--- config.mk ---
export PLATFORM = sky130hd
export DESIGN_NAME = counter_mod_n
export DESIGN_NICKNAME = d
export VERILOG_FILES = /design/src/rtl/counter_pkg.sv /design/src/rtl/prescale_tick.sv /design/src/rtl/counter_mod_n.sv
export SDC_FILE = /design/constraint.sdc
export NUM_CORES = 1
export LEC_CHECK = 0
export CORE_ASPECT_RATIO = 1.75
export CORE_MARGIN = 3
export CORE_UTILIZATION = 45
export DETAILED_ROUTE_END_ITERATION = 8
export GPL_ROUTABILITY_DRIVEN = 0
export PLACE_DENSITY = 0.7
export SETUP_SLACK_MARGIN = 0.1
export SLEW_MARGIN = 10
export SYNTH_ARGS = -nofsm -noshare
export SYNTH_HDL_FRONTEND = slang
export SYNTH_HIERARCHICAL = 1
export SYNTH_SLANG_ARGS = --single-unit
--- constraint.sdc ---
create_clock -name clk -period 4.3 [get_ports clk]
set_clock_uncertainty 0.1 [all_clocks]
set_input_delay 0.43 -clock clk [delete_from_list [all_inputs] [get_ports clk]]
set_output_delay 0.43 -clock clk [all_outputs]
set_load 0.03 [all_outputs]
--- src/rtl/counter_pkg.sv ---
// Shared constants for the generic timer/event counter family.
package counter_pkg;

  localparam logic DIR_UP   = 1'b1;
  localparam logic DIR_DOWN = 1'b0;

  localparam int MODE_WRAP = 0;
  localparam int MODE_SAT  = 1;

  localparam int DEF_WIDTH      = 32;
  localparam int DEF_PRESCALE_W = 8;

endpackage

--- src/rtl/prescale_tick.sv ---
// Prescaler: emits one tick every (prescale+1) enabled cycles; restart zeroes the phase.
module prescale_tick #(
  parameter int PRESCALE_W = counter_pkg::DEF_PRESCALE_W
) (
  input  logic                  clk,
  input  logic                  reset,
  input  logic                  en,
  input  logic                  restart,
  input  logic [PRESCALE_W-1:0] prescale,
  output logic                  tick
);

  localparam logic [PRESCALE_W-1:0] PRE_ONE = PRESCALE_W'(1);

  logic [PRESCALE_W-1:0] pre_cnt_q;
  logic [PRESCALE_W-1:0] pre_cnt_d;

  assign tick = en && (pre_cnt_q == prescale);

  // A phase left above a newly lowered prescale runs on and wraps through zero.
  always_comb begin
    pre_cnt_d = pre_cnt_q;
    if (restart) begin
      pre_cnt_d = '0;
    end else if (en) begin
      pre_cnt_d = tick ? '0 : pre_cnt_q + PRE_ONE;
    end
  end

  always_ff @(posedge clk or negedge reset) begin
    if (!reset) begin
      pre_cnt_q <= '0;
    end else begin
      pre_cnt_q <= pre_cnt_d;
    end
  end

endmodule

--- src/rtl/counter_mod_n.sv ---
// Up/down modulo-limit counter with wrap or saturate, prescaled stepping,
// sync clear/load, terminal-count pulse and sticky overflow.
module counter_mod_n
  import counter_pkg::*;
#(
  parameter int                WIDTH      = DEF_WIDTH,
  parameter logic [WIDTH-1:0]  RESET_VAL  = '0,
  parameter int                SATURATE   = MODE_WRAP,
  parameter int                PRESCALE_W = DEF_PRESCALE_W
) (
  input  logic                  clk,
  input  logic                  reset,
  input  logic                  en,
  input  logic                  clr,
  input  logic                  load,
  input  logic [WIDTH-1:0]      load_val,
  input  logic                  dir,
  input  logic [WIDTH-1:0]      limit,
  input  logic [PRESCALE_W-1:0] prescale,
  output logic [WIDTH-1:0]      count,
  output logic                  tc,
  output logic                  ovf_sticky,
  output logic                  at_zero,
  output logic                  at_limit
);

  localparam logic             SAT_MODE = (SATURATE == MODE_SAT);
  localparam logic [WIDTH-1:0] ONE      = WIDTH'(1);

  logic             tick;
  logic [WIDTH-1:0] count_q, count_d;
  logic             tc_q, tc_d;
  logic             ovf_q, ovf_d;

  prescale_tick #(
    .PRESCALE_W (PRESCALE_W)
  ) u_prescale (
    .clk      (clk),
    .reset    (reset),
    .en       (en),
    .restart  (clr | load),
    .prescale (prescale),
    .tick     (tick)
  );

  // clr beats load beats step; tc only ever survives one cycle.
  always_comb begin
    count_d = count_q;
    tc_d    = 1'b0;
    ovf_d   = ovf_q;
    if (clr) begin
      count_d = '0;
      ovf_d   = 1'b0;
    end else if (load) begin
      count_d = load_val;
    end else if (tick) begin
      if (dir == DIR_UP) begin
        // >= so a count above a lowered limit (or loaded past it) still hits the boundary
        if (count_q >= limit) begin
          count_d = SAT_MODE ? limit : '0;
          tc_d    = 1'b1;
          ovf_d   = 1'b1;
        end else begin
          count_d = count_q + ONE;
        end
      end else begin
        if (count_q == '0) begin
          count_d = SAT_MODE ? '0 : limit;
          tc_d    = 1'b1;
          ovf_d   = 1'b1;
        end else begin
          count_d = count_q - ONE;
        end
      end
    end
  end

  always_ff @(posedge clk or negedge reset) begin
    if (!reset) begin
      count_q <= RESET_VAL;
      tc_q    <= 1'b0;
      ovf_q   <= 1'b0;
    end else begin
      count_q <= count_d;
      tc_q    <= tc_d;
      ovf_q   <= ovf_d;
    end
  end

  assign count      = count_q;
  assign tc         = tc_q;
  assign ovf_sticky = ovf_q;
  assign at_zero    = (count_q == '0);
  assign at_limit   = (count_q == limit);

endmodule

==> results.json <==
{
  "power_density_nw_per_um2": 218,
  "area_delta_synth_final_pct": 28.4,
  "core_area_um2": 10300,
  "critPathMaxStageDelay_ns": 0.71,
  "seq_area_um2": 1050,
  "arrival_ns": 3.47,
  "final_core_util": 0.594,
  "viasPerCell": 6.40,
  "reg2reg_from": "count[3]",
  "ir_drop_uv": 148,
  "multi_input_area_um2": 3310,
  "synth.avg_cell_area_um2": 7.49,
  "dp.cells": 844,
  "synth_ff_type": "dfrtp_1",
  "startpoint": "count[3]",
  "cts.clk_slew.worst_paths_ns": 0.07,
  "outcome": "completed",
  "total_power_uw": 1330,
  "dieHeight_um": 142,
  "fmax_mhz": 293,
  "setup_tns_ns": 0,
  "synth.distinct_cells": 65,
  "vias": 5449,
  "drive_gt1_frac": 0.0566,
  "numCtsBuffers": 5,
  "clock_path_buffers": 2,
  "maxCapViolCount": 0,
  "worstMarginPinSlew_ns": 1.06,
  "maxSlewViolCount": 0,
  "drt_iter0_drc": 476,
  "die_w_um": 83.8,
  "crit_slowest_cell": "nor3_1",
  "dpl.hpwl_um": 13300,
  "finalWorstSetupSlack_ns": 0.886,
  "drc": 0,
  "synth_top_family_by_area": "simple AND/OR/NAND/NOR gates",
  "n_fill_cell": 957,
  "place_ws_ns": 0.760,
  "cp.required_ns": 4.36,
  "numClockSinks": 42,
  "antenna-diode-count": 0,
  "crit_type": "reg2reg",
  "startpoint_type": "flop",
  "ios": 114,
  "fin_cells": 851,
  "power_leakage_uw": 0.00242,
  "cts_tree": "built",
  "dieArea_um2": 11900,
  "yosysSeqAreaShare": 0.221,
  "clock_latency_ns": 0.30,
  "synth_cells": 636,
  "period_minus_slack_ns": 3.41,
  "synthMuxAreaShare": 0.00210,
  "end_kind": "flop",
  "cts-root-buf": "clkbuf_16",
  "htreeDepth": 2,
  "syn-cell-area_um2": 4760,
  "slew_headroom": 0.294,
  "min_path_type": "in2async",
  "rows": 49,
  "cts_resized": 0,
  "grt_overflow": 0,
  "synthSimpleGateAreaFrac": 0.266,
  "synth-seq-cells": 42,
  "ctsHoldBuffers": 0,
  "io_buffers": 113,
  "rsz0062_at_grt": "false",
  "wl_per_cell_um": 20.8,
  "period_share": 0.794,
  "track_usage": 0.290,
  "crit_fanout": 12,
  "cp_cell_sequence": "nor3_1 > nand4_1 > or4_4 > nor4_1 > nor3_2 > a2111oi_0 > a221oi_1",
  "antenna_found_initial": 0,
  "synthAdderAreaFrac": 0.0945,
  "grt_max_degree": 43,
  "synth-compound-area-share": 0.237,
  "grt_pass1_vias": 5376,
  "synth-edff-count": 0,
  "cts_setup_buffers": 0,
  "final_hold_viol_count": 0,
  "wirelength_um": 17700,
  "grt_pass1_wl_um": 27600,
  "setup_viol_count_final": 0,
  "syn-num-nets": 750,
  "postRouteAntennaNets": 0,
  "synth_xor_area_frac": 0.0956,
  "start_util": 0.463,
  "ys_async_sr_fraction": 1.00,
  "firstDrtPassIters": 6,
  "ys_warn_count": 6,
  "nets": 838
}
-- cell type report --
| cell class | count | share of cell area |
|---|---|---|
| multi-input cells | 493 | 0.542 |
| repair buffers | 134 | 0.209 |
| flip-flops and latches | 42 | 0.172 |
| inverters | 48 | 0.0295 |
| well taps | 127 | 0.0260 |
| clock buffers | 7 | 0.0217 |
-- cell usage in the layout (no fill, tap or decap), types with 4 or more instances in the layout --
cell and n:
a31oi_1 6, dfrtp_1 42, o21ai_0 40, nand4_1 22
and4_1 4, clkdlybuf4s50_1 111, buf_4 22, xnor2_1 35
a211oi_1 17, clkbuf_16 5, nand2b_1 5, inv_1 48
nor2_1 48, o22ai_1 5, o31ai_1 4, or4_1 5
or3_1 11, nand2_1 53, a222oi_1 10, o21a_1 4
a221oi_1 10, and3_1 6, a21oi_1 29, a2111oi_0 4
ha_1 36, nor3_1 31, xor2_1 17, nand3_1 19
nor4_1 14, a21o_1 4
-- cells in the mapped netlist (all sizes together) (3+ instances only) --
| cell | n | area share |
|---|---|---|
| o21ai | 40 | 0.042 |
| inv | 48 | 0.038 |
| dfrtp | 42 | 0.22 |
| o31ai | 4 | 0.0063 |
| nand4 | 22 | 0.029 |
| xnor2 | 35 | 0.064 |
| o21a | 4 | 0.0063 |
| or4 | 7 | 0.013 |
| nand2 | 53 | 0.042 |
| a21oi | 29 | 0.030 |
| a211o | 3 | 0.0055 |
| nor4 | 15 | 0.021 |
| a31oi | 6 | 0.0079 |
| nor3b | 3 | 0.0047 |
| a222oi | 10 | 0.021 |
| or3 | 11 | 0.014 |
| and3 | 7 | 0.0095 |
| o211ai | 3 | 0.0047 |
| nor2 | 48 | 0.038 |
| buf | 11 | 0.013 |
| xor2 | 17 | 0.031 |
| nand3 | 19 | 0.020 |
| and4 | 4 | 0.0074 |
| nand2b | 5 | 0.0066 |
| ha | 36 | 0.095 |
| a2111oi | 4 | 0.0074 |
| nor3 | 35 | 0.042 |
| a32oi | 3 | 0.0055 |
| clkbuf | 42 | 0.033 |
| o2111ai | 3 | 0.0068 |
| a221oi | 10 | 0.018 |
| a21o | 4 | 0.0063 |
| a211oi | 17 | 0.027 |
| o22ai | 5 | 0.0066 |
-- final timing paths --
check,cells after the start,slack [ns],end
setup / recovery,7,0.89,count[31]
hold / removal,1,0.23,u_prescale/pre_cnt_q[7]
setup reg to reg,7,0.89,count[31]
hold reg to reg,1,0.40,ovf_sticky
max in group asynchronous,1,3.22,ovf_sticky
min in group clk,1,0.40,ovf_sticky
-- power breakdown --
part	total (uW)	leakage, uW	internal, uW	switching, uW
logic	471	0.00180	218	253
clock network	382	0.0000640	213	169
registers	479	0.000562	414	64.3
-- metrics by stage --
| stage | hold slack, ns | area, um2 |
|---|---|---|
| after global placement | 0.371 | 5980 |
| after CTS | 0.264 | 6120 |
| final | 0.235 | 6120 |
| after global routing | 0.296 | 6120 |
| after floorplan | 0.0344 | 4760 |
| after detailed placement | 0.393 | 5980 |
-- registers in the layout, indices dropped and copies added, names as in the netlist --
signal                count
count                    32
tc                        1
ovf_sticky                1
u_prescale/pre_cnt_q      8
-- logic make-up (layout without fill, tap and decap cells) --
logic type	after synthesis	count (layout)
AO/OA/AOI/OAI	163	163
XOR/XNOR	52	52
adder cells (fa/ha/maj)	36	36
buffers and inverters	101	189
flip-flops	42	42
multiplexers	1	1
AND/OR/NAND/NOR	241	241
-- per-layer routing --
layer	vias up	track usage	share of wire
met5	-	0	0
met3	71	0.0342	0.070
met4	0	0.189	0.063
li1	2541	-	-
met2	303	0.519	0.51
met1	2534	0.320	0.35
-- worst max-delay path: cells and delay by family, from the launching register on --
family / cells / cell delay, ns
flops: 1 / 0.53
compound gates: 2 / 0.50
simple gates: 5 / 2.16
No activity file was read; power rests on OpenSTA's default activity.
